--- config.mk ---
export PLATFORM = sky130hd
export DESIGN_NAME = ex_stage_pipe_reg
export DESIGN_NICKNAME = d
export VERILOG_FILES = /design/src/rtl/ex_stage_pipe_reg.sv
export SDC_FILE = /design/constraint.sdc
export NUM_CORES = 1
export LEC_CHECK = 0
export ABC_AREA = 1
export CORE_MARGIN = 1.5
export CORE_UTILIZATION = 45
export CTS_CLUSTER_SIZE = 8
export DETAILED_ROUTE_END_ITERATION = 12
export PLACE_DENSITY = 0.74
export SLEW_MARGIN = 20
export SYNTH_ARGS = -nofsm -noshare
export SYNTH_HDL_FRONTEND = slang
export SYNTH_SLANG_ARGS = --single-unit
--- constraint.sdc ---
create_clock -name clk -period 2.4 [get_ports clk]
set_input_delay 0.24 -clock clk [delete_from_list [all_inputs] [get_ports clk]]
set_output_delay 0.24 -clock clk [all_outputs]
set_load 0.005 [all_outputs]
--- src/rtl/ex_stage_pipe_reg.sv ---
// ID->EX pipeline stage register with a valid/ready handshake, synchronous flush,
// a saturating flush counter and an optional two-entry skid buffer.
module ex_stage_pipe_reg #(
  parameter int unsigned CTRL_WIDTH = 10,
  parameter int unsigned DATA_WIDTH = 144,
  parameter int unsigned SKID       = 1,
  parameter int unsigned CNT_WIDTH  = 16
) (
  input  logic                  clk,
  input  logic                  rst,
  input  logic                  flush,
  input  logic                  in_valid,
  output logic                  in_ready,
  input  logic [CTRL_WIDTH-1:0] in_ctrl,
  input  logic [DATA_WIDTH-1:0] in_data,
  output logic                  out_valid,
  input  logic                  out_ready,
  output logic [CTRL_WIDTH-1:0] out_ctrl,
  output logic [DATA_WIDTH-1:0] out_data,
  output logic [1:0]            occupancy,
  output logic [CNT_WIDTH-1:0]  flush_count
);

  // State encoding doubles as the entry count.
  typedef enum logic [1:0] {
    ST_EMPTY = 2'd0,
    ST_ONE   = 2'd1,
    ST_FULL  = 2'd2
  } state_t;

  typedef enum logic [1:0] {
    HD_HOLD,
    HD_LOAD_IN,
    HD_LOAD_SKID,
    HD_CLEAR
  } head_op_t;

  typedef enum logic [1:0] {
    SK_HOLD,
    SK_LOAD_IN,
    SK_CLEAR
  } skid_op_t;

  state_t                state;
  state_t                state_nxt;
  head_op_t              head_op;
  skid_op_t              skid_op;
  logic                  push;
  logic                  pop;
  logic                  out_valid_q;
  logic [CTRL_WIDTH-1:0] head_ctrl;
  logic [DATA_WIDTH-1:0] head_data;
  logic [CTRL_WIDTH-1:0] skid_ctrl;
  logic [DATA_WIDTH-1:0] skid_data;
  logic [CNT_WIDTH-1:0]  flush_cnt_q;

  assign push = in_valid & in_ready;
  assign pop  = out_valid_q & out_ready;

  // With a skid entry the ready is a flop; without it, ready follows the consumer.
  generate
    if (SKID != 0) begin : g_skid
      logic in_ready_q;

      always_ff @(posedge clk) begin
        if (rst) begin
          in_ready_q <= 1'b1;
        end else begin
          in_ready_q <= (state_nxt != ST_FULL);
        end
      end

      assign in_ready = in_ready_q;
    end else begin : g_no_skid
      assign in_ready = ~out_valid_q | out_ready;
    end
  endgenerate

  // State register
  always_ff @(posedge clk) begin
    if (rst) begin
      state <= ST_EMPTY;
    end else begin
      state <= state_nxt;
    end
  end

  // Next-state logic
  always_comb begin
    state_nxt = state;
    if (flush) begin
      state_nxt = ST_EMPTY;
    end else begin
      case (state)
        ST_EMPTY: begin
          if (push) state_nxt = ST_ONE;
        end
        ST_ONE: begin
          if (push && !pop) begin
            state_nxt = (SKID != 0) ? ST_FULL : ST_ONE;
          end else if (!push && pop) begin
            state_nxt = ST_EMPTY;
          end
        end
        ST_FULL: begin
          if (pop) state_nxt = ST_ONE;
        end
        default: state_nxt = ST_EMPTY;
      endcase
    end
  end

  // Datapath control: invalid entries are cleared so EX sees a NOP bubble
  always_comb begin
    head_op = HD_HOLD;
    skid_op = SK_HOLD;
    if (flush) begin
      head_op = HD_CLEAR;
      skid_op = SK_CLEAR;
    end else begin
      case (state)
        ST_EMPTY: begin
          if (push) head_op = HD_LOAD_IN;
        end
        ST_ONE: begin
          if (push && pop) begin
            head_op = HD_LOAD_IN;
          end else if (push) begin
            skid_op = SK_LOAD_IN;
          end else if (pop) begin
            head_op = HD_CLEAR;
          end
        end
        ST_FULL: begin
          if (pop) begin
            head_op = HD_LOAD_SKID;
            skid_op = SK_CLEAR;
          end
        end
        default: begin
          head_op = HD_CLEAR;
          skid_op = SK_CLEAR;
        end
      endcase
    end
  end

  always_ff @(posedge clk) begin
    if (rst) begin
      head_ctrl <= '0;
      head_data <= '0;
      skid_ctrl <= '0;
      skid_data <= '0;
    end else begin
      case (head_op)
        HD_LOAD_IN: begin
          head_ctrl <= in_ctrl;
          head_data <= in_data;
        end
        HD_LOAD_SKID: begin
          head_ctrl <= skid_ctrl;
          head_data <= skid_data;
        end
        HD_CLEAR: begin
          head_ctrl <= '0;
          head_data <= '0;
        end
        default: ;
      endcase
      case (skid_op)
        SK_LOAD_IN: begin
          skid_ctrl <= in_ctrl;
          skid_data <= in_data;
        end
        SK_CLEAR: begin
          skid_ctrl <= '0;
          skid_data <= '0;
        end
        default: ;
      endcase
    end
  end

  always_ff @(posedge clk) begin
    if (rst) begin
      out_valid_q <= 1'b0;
    end else begin
      out_valid_q <= (state_nxt != ST_EMPTY);
    end
  end

  // Count only flushes that actually discard something; hold at all-ones
  always_ff @(posedge clk) begin
    if (rst) begin
      flush_cnt_q <= '0;
    end else if (flush && ((state != ST_EMPTY) || in_valid) && !(&flush_cnt_q)) begin
      flush_cnt_q <= flush_cnt_q + CNT_WIDTH'(1);
    end
  end

  assign out_valid   = out_valid_q;
  assign out_ctrl    = head_ctrl;
  assign out_data    = head_data;
  assign occupancy   = state;
  assign flush_count = flush_cnt_q;

endmodule
Word level (Yosys, flattened, before mapping):

Index checks and enable logic that the tools add are counted.
Widths: inputs -> output; s select.

* flip-flop bits (word level): 328
* bits in latches: 0
* bits in writable memories: 0
* memory bits (read-only): 0
* logic and storage cells: 54
* memories: 0

* add/sub/neg operators: 1
* multiply operators: 0
* divide/modulo/power cells: 0
* $lt $le $gt $ge: 0
* equality and inequality tests: 8
* shifts and indexed selects: 0
* multiplexer cells: 20
* bitwise logic cells: 2
* reductions and logical operators: 15

Operator list (number)
* $pmux 144 s3: 1
* $pmux 144 s2: 1
* $pmux 10 s3: 1
* $mux 2: 12
* $pmux 10 s2: 1
* $pmux 2 s3: 3
* $add 16x1->16 const B: 1
* $reduce_and 16->1: 1
* $eq 2x2->1 const B: 4
* $eq 2x1->1 const B: 3
* $reduce_bool 2->1: 3
* $logic_and 1x1->1: 5
* $logic_not 1->1: 3
* $reduce_bool 3->1: 1
* $and 1x1->1: 2
* $logic_not 2->1: 1
* $ne 2x2->1 const B: 1
* $logic_or 1x1->1: 1
* $mux 1: 1

Longest topological paths before layout:

Gate-level depths: netlist (run 1).

* word-level depth: 8
* gate-level depth with buffers: 13
* depth with buffers taken out: 9

Worst setup path before layout (run 1):

Ideal clock, no wire load.

* path kind: reg2reg
* from: reg state[0] (netlist: occupancy[0])
* to: reg skid_ctrl[0]
* setup time: 70 ps
* arrival: 2377 ps
* setup slack: -48 ps
* cell stages (with the launch flop): 14
* clock period less this slack: 2448 ps
* cells stage by stage: dfxtp_1 -> inv_1 -> nand2_1 -> nor2_1 -> nor2_2 -> buf_2 -> buf_2 -> inv_1 -> ha_1 -> nor2_1 -> buf_2 -> buf_1 -> nand2_1 -> a21oi_1

* word-level cells in the longest chain between the ends: 5

Ends and longest elaborated chain
* start: declaration: RTL line 44 `state_t state;`
* start signal: assignment: RTL line 84 `state <= state_nxt;`
* $eq 2x2->1 (tied with other cells): RTL line 121 `case (state)`
* $pmux 2 s3 (*): RTL line 121
* $mux 2 (*): RTL line 117 `if (flush) begin`
* $eq 2x2->1 / $eq 2x1->1 (equally long branches): RTL line 170 `case (skid_op)`
* $pmux 10 s2 / $reduce_bool 2->1 (equally long branches)
* end signal: assignment: RTL line 172 `skid_ctrl <= in_ctrl;`
* end: declaration: RTL line 53 `logic [CTRL_WIDTH-1:0] skid_ctrl;`

Every way passes the cells marked *; elsewhere a longest branch is shown, timed or not.
A chain may end at the register's enable or synchronous reset.

Worst setup path after layout (run 1):

* from: reg out_valid_q (netlist: out_valid)
* to: reg skid_data[18]

* word-level cells in the longest chain between the ends: 7

Ends and longest elaborated chain
* start: declaration: RTL line 50 `logic out_valid_q;`
* start signal: assignment: RTL line 188 `out_valid_q <= (state_nxt != ST_EMPTY);`
* $and 1x1->1 (*): RTL line 58 `assign pop = out_valid_q & out_ready;`
* $logic_and 1x1->1: RTL line 126 `if (push && pop) begin`
* $mux 2: RTL line 126
* $pmux 2 s3 (*): RTL line 121
* $mux 2 (*): RTL line 117
* $eq 2x2->1 / $eq 2x1->1 (equally long branches): RTL line 170
* $pmux 144 s2 / $reduce_bool 2->1 (equally long branches)
* end signal: assignment: RTL line 173 `skid_data <= in_data;`
* end: declaration: RTL line 54 `logic [DATA_WIDTH-1:0] skid_data;`

Marks and branches as above.

==> summary by stage, run 1 <==
Placement
The estimated wirelength of the detail-placed design is 26.0 mm. Prior to clock tree synthesis, the placed netlist has a worst setup slack of 21.2 ps. The post-placement cell count is about 2700. Once placement finished, the instance area stood at approximately 18000 um2. Routability-driven placement finished with a final weighted congestion of between 0.8 and 0.9.

The number of input and output port buffers inserted is 332.

Setup path
Walking the worst path, the cells encountered are nand2_1 > inv_1 > nor2_1 > nand3_1 > ha_4 > nor2_4 > buf_12 > nand2_1 > a21oi_1. The slack of the worst reg-to-reg path is 370 ps. The type of the worst setup path is reg -> reg. The endpoint identified for the worst register-to-register timing path is skid_data[18].

The worst setup path is launched from a register. For the worst flop-to-flop path, the logic depth is 9. The critical-path maximum fanout is 64. The origin of the critical flop-to-flop path is out_valid.

For this run, the slowest stage of the critical path takes between 300 and 400 ps. The master of the slowest instance on the critical path is dfxtp_1. In this design, the critical path's most frequently occurring cell is nand2_1.

STA puts the critical path data arrival time at 2480 ps. The endpoint type of the worst setup path is a register. Data on the critical path is required at its endpoint by 2860 ps.

Finish
The sequential cell area is 6570 um2. The share of layout cells above drive strength 1 is 4.40%. The final cell utilization of the core is 61.9%. In the final layout, the multi-input gates occupy 6500 um2. From synthesis to final layout, the design area changed by 35.9%.

After routing the design area is 18800 um2. After filler insertion, the fill cell instance count of the layout stands at 2712. The post-route non-filler standard cell count is 2717. The number of nets in the finished design is 2477.

Global route
For this run, the total global-route usage over all layers was measured as between 20% and 30%. The first global-routing pass estimated 66.1 mm of wire. The number of global-route vias before repair is 13200. Entering global routing, the biggest net connects 91 pins. The total overflow left after global routing is 0. The number of antenna violations at the first check in global routing was 3.

Synthesis
The adder-cell share of the synthesized area is 0.181%. The number of instances in the synthesized netlist is 2047. The share of Yosys cell area claimed by the top area cell type is between 40% and 50%. The area fraction in compound gates after synthesis is about an eighth. The number of distinct library cell variants in the gate-level netlist after synthesis is 19. Dividing the synthesized area by the synthesized cell count gives between 6 and 7 um2. The net count after synthesis is between 2000 and 2500. Ranked by total cell area, the synthesized netlist is headed by dfxtp_1, nand2_1, a21oi_1.

The biggest area contributor in the post-synthesis netlist is dfxtp_1. The synthesized netlist devotes 34.1% of its cell area to simple gates. Summing every instance area after synthesis gives 13900 um2. After synthesis, the largest family of logic cells by area is simple AND/OR/NAND/NOR gates. The sequential area share after synthesis is 47.4%. The parity-gate share of the synthesized area counting xor and xnor cells is less than 1%. The mux cell area share after synthesis is 0%. The number of storage elements in the synthesis netlist is 328. During synthesis, Yosys emitted a total of 0 warnings.

Timing
The clock period minus worst slack is 2030 ps. For this run, the top clock speed supported by timing is 494 MHz. The hold violation count in the final report is 0. The headroom to the max-slew limit is 62.5%.

The number of max-slew violations in the final report was 0. Setup repair after global routing left no endpoint under its margin. The minimum hold slack is around 120 ps.

The aggregate negative setup slack is 0 ps. The final clock skew is 19.3 ps. After layout, the worst path uses 84.4% of the clock period.

For the pin with the worst max-slew slack, the measured transition is 562 ps. Setup violations remaining at the end of the flow were counted as 0. The post-route worst setup slack is 375 ps.

Min path
The min-delay analysis places its worst path in the category in -> reg. The startpoint identified for the worst hold timing path is rst. The worst hold path was traced through 2 stages. The worst hold path terminates at out_data[111].

Floorplan
The row count is 64. The die covers 31800 um2. For this configuration, the core starts out at a cell density of between 40% and 50%. The floorplan die width is 178 um. The total I/O pin count is between 300 and 400. The floorplan step set the die height to 178 um. The area of the core is 30400 um2.

CTS
After clock tree synthesis, the setup repair step added 0 buffers. The tree built by TritonCTS fans out to 328 sinks. The TritonCTS clock tree is done. The clock passes through at most 3 buffers. Clock-pin slew was measured on the worst setup and hold paths at 50 ps. Once the clock tree was built, the resizer swapped 0 gates to a different size. The cell sitting at the root of the clock tree is a clkbuf_16.

The hold-fix buffer count after cts is 0. TritonCTS created 46 clock buffers. The total number of H-tree levels is 2. At the later pin of the worst-skew pair, clock insertion delay measures 540 ps.

Run
The tool flagged a number of max-cap violations equal to 0.

Detailed routing
Summed over all layers, the routed wires come to 42.1 mm. For this run, design rule violations remaining after detail routing come to 0. Across all layers, the routed design uses 14200 vias. Using the TritonRoute via totals, the vias-per-cell ratio works out to 5.24. The number of design-rule violations left by the first detailed-router iteration is 1040. The post-detailed-route wirelength per cell is 15.5 um.

The count of antenna-violating nets left after detailed routing is 0. The number of iterations in the first detailed-routing pass is 8.

Status
The flow ran to the end, and the final reports show no timing, DRC or antenna violations.

Power and ir drop
Power spread over the standard cell area amounts to 690 nW/um2. The largest vdd supply drop is 0.550 mV. The total power after layout is 13.0 mW.

The analysis attributes to cell leakage a power of 7.45 nW.
[cells by family after synthesis]
logic type	Yosys count
and+or+nand+nor	1196
AOI/OAI and AO/OA	330
DFF	328
buffers and inverters	184
xor gates and xnor gates	7
adders and majority gates	2
[worst max-delay path: cells and delay by family, from the launching register on]
family	cells	cell delay [ps]
AO/OA/AOI/OAI	1	150
adder cells (fa/ha/maj)	1	300
buffers and inverters	2	380
flip-flops	1	320
AND/OR/NAND/NOR	5	740
[registers in the layout (all words and copies together), names as in the netlist]
signal / flops
out_data: 144
skid_data: 144
flush_count: 16
out_ctrl: 10
skid_ctrl: 10
occupancy: 2
in_ready: 1
out_valid: 1
[layout make-up]
type,instances,area share (%)
diodes,4,0.0532
clock buffers,47,6.25
clock inverters,2,0.153
inverters,30,0.611
multi-input cells,1535,34.5
flip-flops and latches,328,34.9
well taps,396,2.63
repair buffers,375,20.9
[how the worst max path moves through the flow]
stage,start,to,slack (ps),cells past startpoint
floorplan,occupancy[0],skid_ctrl[0],40,13
global placement,out_ready,skid_data[1],120,10
detailed placement,out_ready,skid_data[18],20,10
CTS,out_valid,skid_data[18],380,9
global route,out_valid,skid_data[13],230,9
finish,out_valid,skid_data[18],370,9
[routing by layer]
metal  part of all wire [%]  track usage (%)  wire length [um]
met3                    7.9             5.90              3340
met2                     47             42.6             19700
met5                  0.031                0                13
met4                    3.8             10.7              1620
met1                     41             31.4             17500
[where the power goes]
part           internal, mW  switching [mW]  leakage (nW)
clock                  3.42            2.25         0.594
sequential             5.70           0.136          2.68
combinational         0.736           0.755          4.18
total                  9.86            3.14          7.45
[cells in the mapped netlist]
| master | count |
|---|---|
| inv_2 | 3 |
| buf_4 | 16 |
| buf_6 | 1 |
| nor2_4 | 1 |
| buf_1 | 14 |
| nand2_1 | 995 |
| inv_1 | 27 |
| nand4_1 | 9 |
| a21oi_1 | 324 |
| clkbuf_1 | 70 |
| xor2_1 | 4 |
| dfxtp_1 | 328 |
| ha_1 | 2 |
| buf_2 | 53 |
| nor2_1 | 28 |
| o21ai_0 | 6 |
| nor2_2 | 2 |
| nand3_1 | 161 |
| xnor2_1 | 3 |
[cells in the final DEF (no fill, tap or decap), types with 3 or more instances in the layout]
| cell | n |
|---|---|
| inv_1 | 27 |
| dfxtp_1 | 328 |
| clkdlybuf4s50_1 | 331 |
| buf_4 | 20 |
| nand2_1 | 995 |
| nor2_4 | 3 |
| a21oi_1 | 324 |
| diode_2 | 4 |
| xor2_1 | 4 |
| buf_12 | 23 |
| clkbuf_16 | 47 |
| xnor2_1 | 3 |
| nand3_1 | 160 |
| nor2_1 | 27 |
| nand4_1 | 9 |
| o21ai_0 | 6 |
Note: power is estimated with default switching activity, not from simulation.
==> run 2, diff against run 1 <==
--- a/config.mk
+++ b/config.mk
@@ -7,10 +7,10 @@
 export LEC_CHECK = 0
 export ABC_AREA = 1
 export CORE_MARGIN = 1.5
-export CORE_UTILIZATION = 45
+export CORE_UTILIZATION = 50
 export CTS_CLUSTER_SIZE = 8
 export DETAILED_ROUTE_END_ITERATION = 12
-export PLACE_DENSITY = 0.74
+export PLACE_DENSITY = 0.78
 export SLEW_MARGIN = 20
 export SYNTH_ARGS = -nofsm -noshare
 export SYNTH_HDL_FRONTEND = slang
==> constraint.sdc (replaced) <==
create_clock -name clk -period 2 [get_ports clk]
set_input_delay 0.2 -clock clk [delete_from_list [all_inputs] [get_ports clk]]
set_output_delay 0.2 -clock clk [all_outputs]
set_load 0.005 [all_outputs]
==> run 2 against run 1 <==
Net effect:
- sequential share of layout area is 0.94 points lower
- worst hold slack better by 4.6 ps
- non-clock buffer count is 41 higher
- wire length is 2.2% higher
- power is 21% higher
- via count is 3.1% higher
- sequential power is 20% higher
- critical endpoint is now skid_data[118]
- largest power group unchanged
==> summary by stage, run 2 (same netlist as run 1, synthesis figures left out) <==
Timing
The slew at the pin closest to its max-slew limit is 595 ps (+33.1 ps). The number of max-slew violations in the final report is 0 (unchanged). The final cycle utilization of the critical path was 92.0% (+7.6 points).

The clock period minus worst slack was 1840 ps (-186 ps). The post-route worst setup slack is 161 ps (-214 ps). The headroom to the max-slew limit is 60.3% (-2.2 points).

The number of setup violations in the final report came to 0 (unchanged). The hold violation count in the final report is 0 (unchanged). The maximum achievable frequency is 544 MHz (+10%). Setup repair after global routing left no endpoint under its margin. The final clock skew is 12.9 ps (-6.37 ps).

Finish
The area of all placed cells without fillers was 19400 um2 (+2.8%). The number of nets in the finished design is 2518 (+1.7%). The top cell types in the final layout, fill and taps aside, are nand2_1, clkdlybuf4s50_1, dfxtp_1.

The share of layout cells above drive strength 1 is 6.19% (+1.8 points). The signed area change from the synthesized netlist to the final layout is 39.7%. The library cell used most frequently in the layout, excluding fill and tap cells, is nand2_1. The final cell utilization of the core came to 71.4% (+9.5 points).

Placement
The number of input and output port buffers inserted is 332 (unchanged). The worst setup timing slack at the placement stage is -190 ps (-211 ps). The estimated wirelength of the detail-placed design is 28.5 mm (+9.7%). The weighted congestion reported at the end of routability-driven placement is 0.860 (+3.0%). The post-place instance area is 18100 um2 (+2.8%).

Global route
The met2 track demand over resource in global routing is 48.2% (+5.5 points). The first-pass GRT wire length came to 68.7 mm (+4.0%). The largest net degree at the start of global routing is 101 (+11%).

The met1 layer usage reported by global route is 36.9% (+5.5 points). The number of global-route vias before repair is 13800 (+4.3%). The peak-usage layer in the global routing report is met2. The overall track demand over capacity in global routing was 29.2% (+3.7 points). The met3 track demand over resource is 7.72% (+1.8 points). The number of antenna violations at the first check in global routing is 4 (+1).

The overflow left after global routing is 0 (unchanged).

Detailed routing
The number of iterations in the first detailed-routing pass is 7 (-1). The number of design-rule violations left by the first detailed-router iteration is 1589 (+53%). The aggregate routed wire length is 43.0 mm (+2.2%). The post-detailed-route wirelength per cell is 15.8 um (+1.6%). The count of antenna-violating nets left after detailed routing was 0 (unchanged). The total number of vias came to 14700 (+3.1%). The routed via count divided by cell count came to 5.38 (+2.5%). The total DRC errors in the routed layout is 0 (unchanged).

Setup path
The worst setup path is of the reg -> reg kind. The count of cells along the worst register-to-register path is 10 (+1). The data required time of the worst path is 2450 ps (-410 ps). The data arrival time of the critical path came to 2290 ps (-190 ps). The slack of the worst reg-to-reg path is 160 ps (-210 ps). Walking the worst path, the cells encountered are nand2_1 > inv_1 > nor2_2 > nand3_2 > ha_4 > nor2_4 > buf_12 > buf_12 > nand2_1 > a21oi_1.

The stage delay of the slowest cell on the critical path was 330 ps (about the same). The endpoint identified for the worst register-to-register timing path is skid_data[118]. The startpoint identified for the worst register-to-register timing path is out_valid. The master of the slowest instance on the critical path is dfxtp_1. The worst setup path is captured at a register. The critical path launch point type is a register. The critical-path maximum fanout is 24 (-63%).

CTS
The clock transition at the registers of the reported paths was 50 ps (about the same). CTS placed an instance of clkbuf_16 at the clock tree root. The insertion delay to the later sink of the worst-skew pair came to 530 ps (about the same). The buffer count from post-CTS setup fixing is 0 (unchanged).

The hold-fix buffer count after cts is 0 (unchanged). The number of buffers on the longest clock path is 3 (unchanged). TritonCTS built the clock tree.

The total number of H-tree levels was 2 (unchanged). The clock buffer count from CTS came to 46 (unchanged). The number of sinks handled by clock tree synthesis is 328 (unchanged).

Floorplan
The total I/O pin count is 333 (unchanged). The row count is 60 (-6.3%). The area of the core is 27100 um2 (-11%). The floorplan die width came to 169 um (-5.0%). The die span in y is 169 um (-5.0%).

The floorplan die area was 28700 um2 (-9.8%). The starting utilization of the core area is 51.1% (+5.6 points).

Power and ir drop
The power density relative to cell area is 815 nW/um2 (+18%). The switching fraction of total power is 23.6% (-0.54 points). The part of the power in the clock network was 43.5% (about the same).

The combinational share of power came to 12.1% (+0.6 points). The standby leakage power was 7.74 nW (+3.8%). The internal cell power is 12.1 mW (+22%). The total power after layout is 15.8 mW (+21%). The largest vdd supply drop came to 0.563 mV (+2.4%). The net switching power was 3.72 mW (+19%).

The sequential share of power is 44.4% (-0.5 points).

Min path
The count of cells along the worst hold path is 2 (unchanged). The endpoint with the worst hold slack is occupancy[0]. The start point of the worst hold path is rst. The worst hold path class is in -> reg.

Run
The max-capacitance violation count is 0 (unchanged).

Status
The run finished with clean final reports.
-- run 2: cell count changes in the layout (fill, tap and decap cells not counted) --
cell,change
buf_12,+17
buf_4,+23
buf_6,+1
clkbuf_16,+2
diode_2,-2
inv_16,-1
inv_6,-1
nand3_1,-1
nand3_2,+1
nor2_1,-2
nor2_2,+2
-- run 2: how the worst max path moves through the flow --
stage | startpoint | end | slack, ps | cells after the start
2_1_floorplan | occupancy[0] | skid_data[100] | 3 | 13
3_3_place_gp | flush | flush_count[0] | -110 | 9
3_5_place_dp | out_ready | skid_data[133] | -190 | 11
4_1_cts | out_valid | skid_data[133] | 140 | 10
5_1_grt | out_valid | skid_data[51] | 20 | 10
6_report | out_valid | skid_data[118] | 160 | 10
-- run 2: power by group through the flow --
stage                     clock network, mW  logic, mW  registers, mW
final                                  6.86       1.91           7.01
after global routing                   7.23       2.09           7.03
after CTS                              6.94       1.91           7.01
after detailed placement                  0       1.89           7.13
after global placement                    0       1.86           7.12
after floorplan                           0      0.842           7.10
-- run 2: metrics by stage --
step                      TNS [ps]  hold slack (ps)  std cells
after floorplan                  0              343       2047
after global placement      -16950              443       2681
after detailed placement    -34470              450       2681
after CTS                        0              125       2730
after global routing             0              144       2731
final                            0              125       2732
-- run 2: final cells by class --
cell class	instances	area, um2
tap	372	465
inverter	30	115
antenna	2	5.00
fill	2185	7750
timing repair buffer	416	4460
clock buffer	49	1230
multi-input combinational	1535	6510
sequential	328	6570
-- run 2: metal layers --
metal  vias to the layer above  share of wire, %  wire length, um
li1                       7134                 -                -
met4                         4               3.0             1280
met5                         -             0.053               23
met2                       671                47            20200
met3                       112               9.2             3970
met1                      6769                41            17500
-- run 2: repair_timing --
action,4_1_cts,5_1_grt
endpoints found under the setup margin,0,11
endpoints found under the hold margin,0,0
gates resized for setup,0,4
-- run 2: worst max-delay path, delay by kind of cell, from the launching register on --
kind | cells | cell delay, ps
AO/OA/AOI/OAI | 1 | 160
flip-flops | 1 | 330
AND/OR/NAND/NOR | 5 | 590
adder cells (fa/ha/maj) | 1 | 270
buffers and inverters | 3 | 420
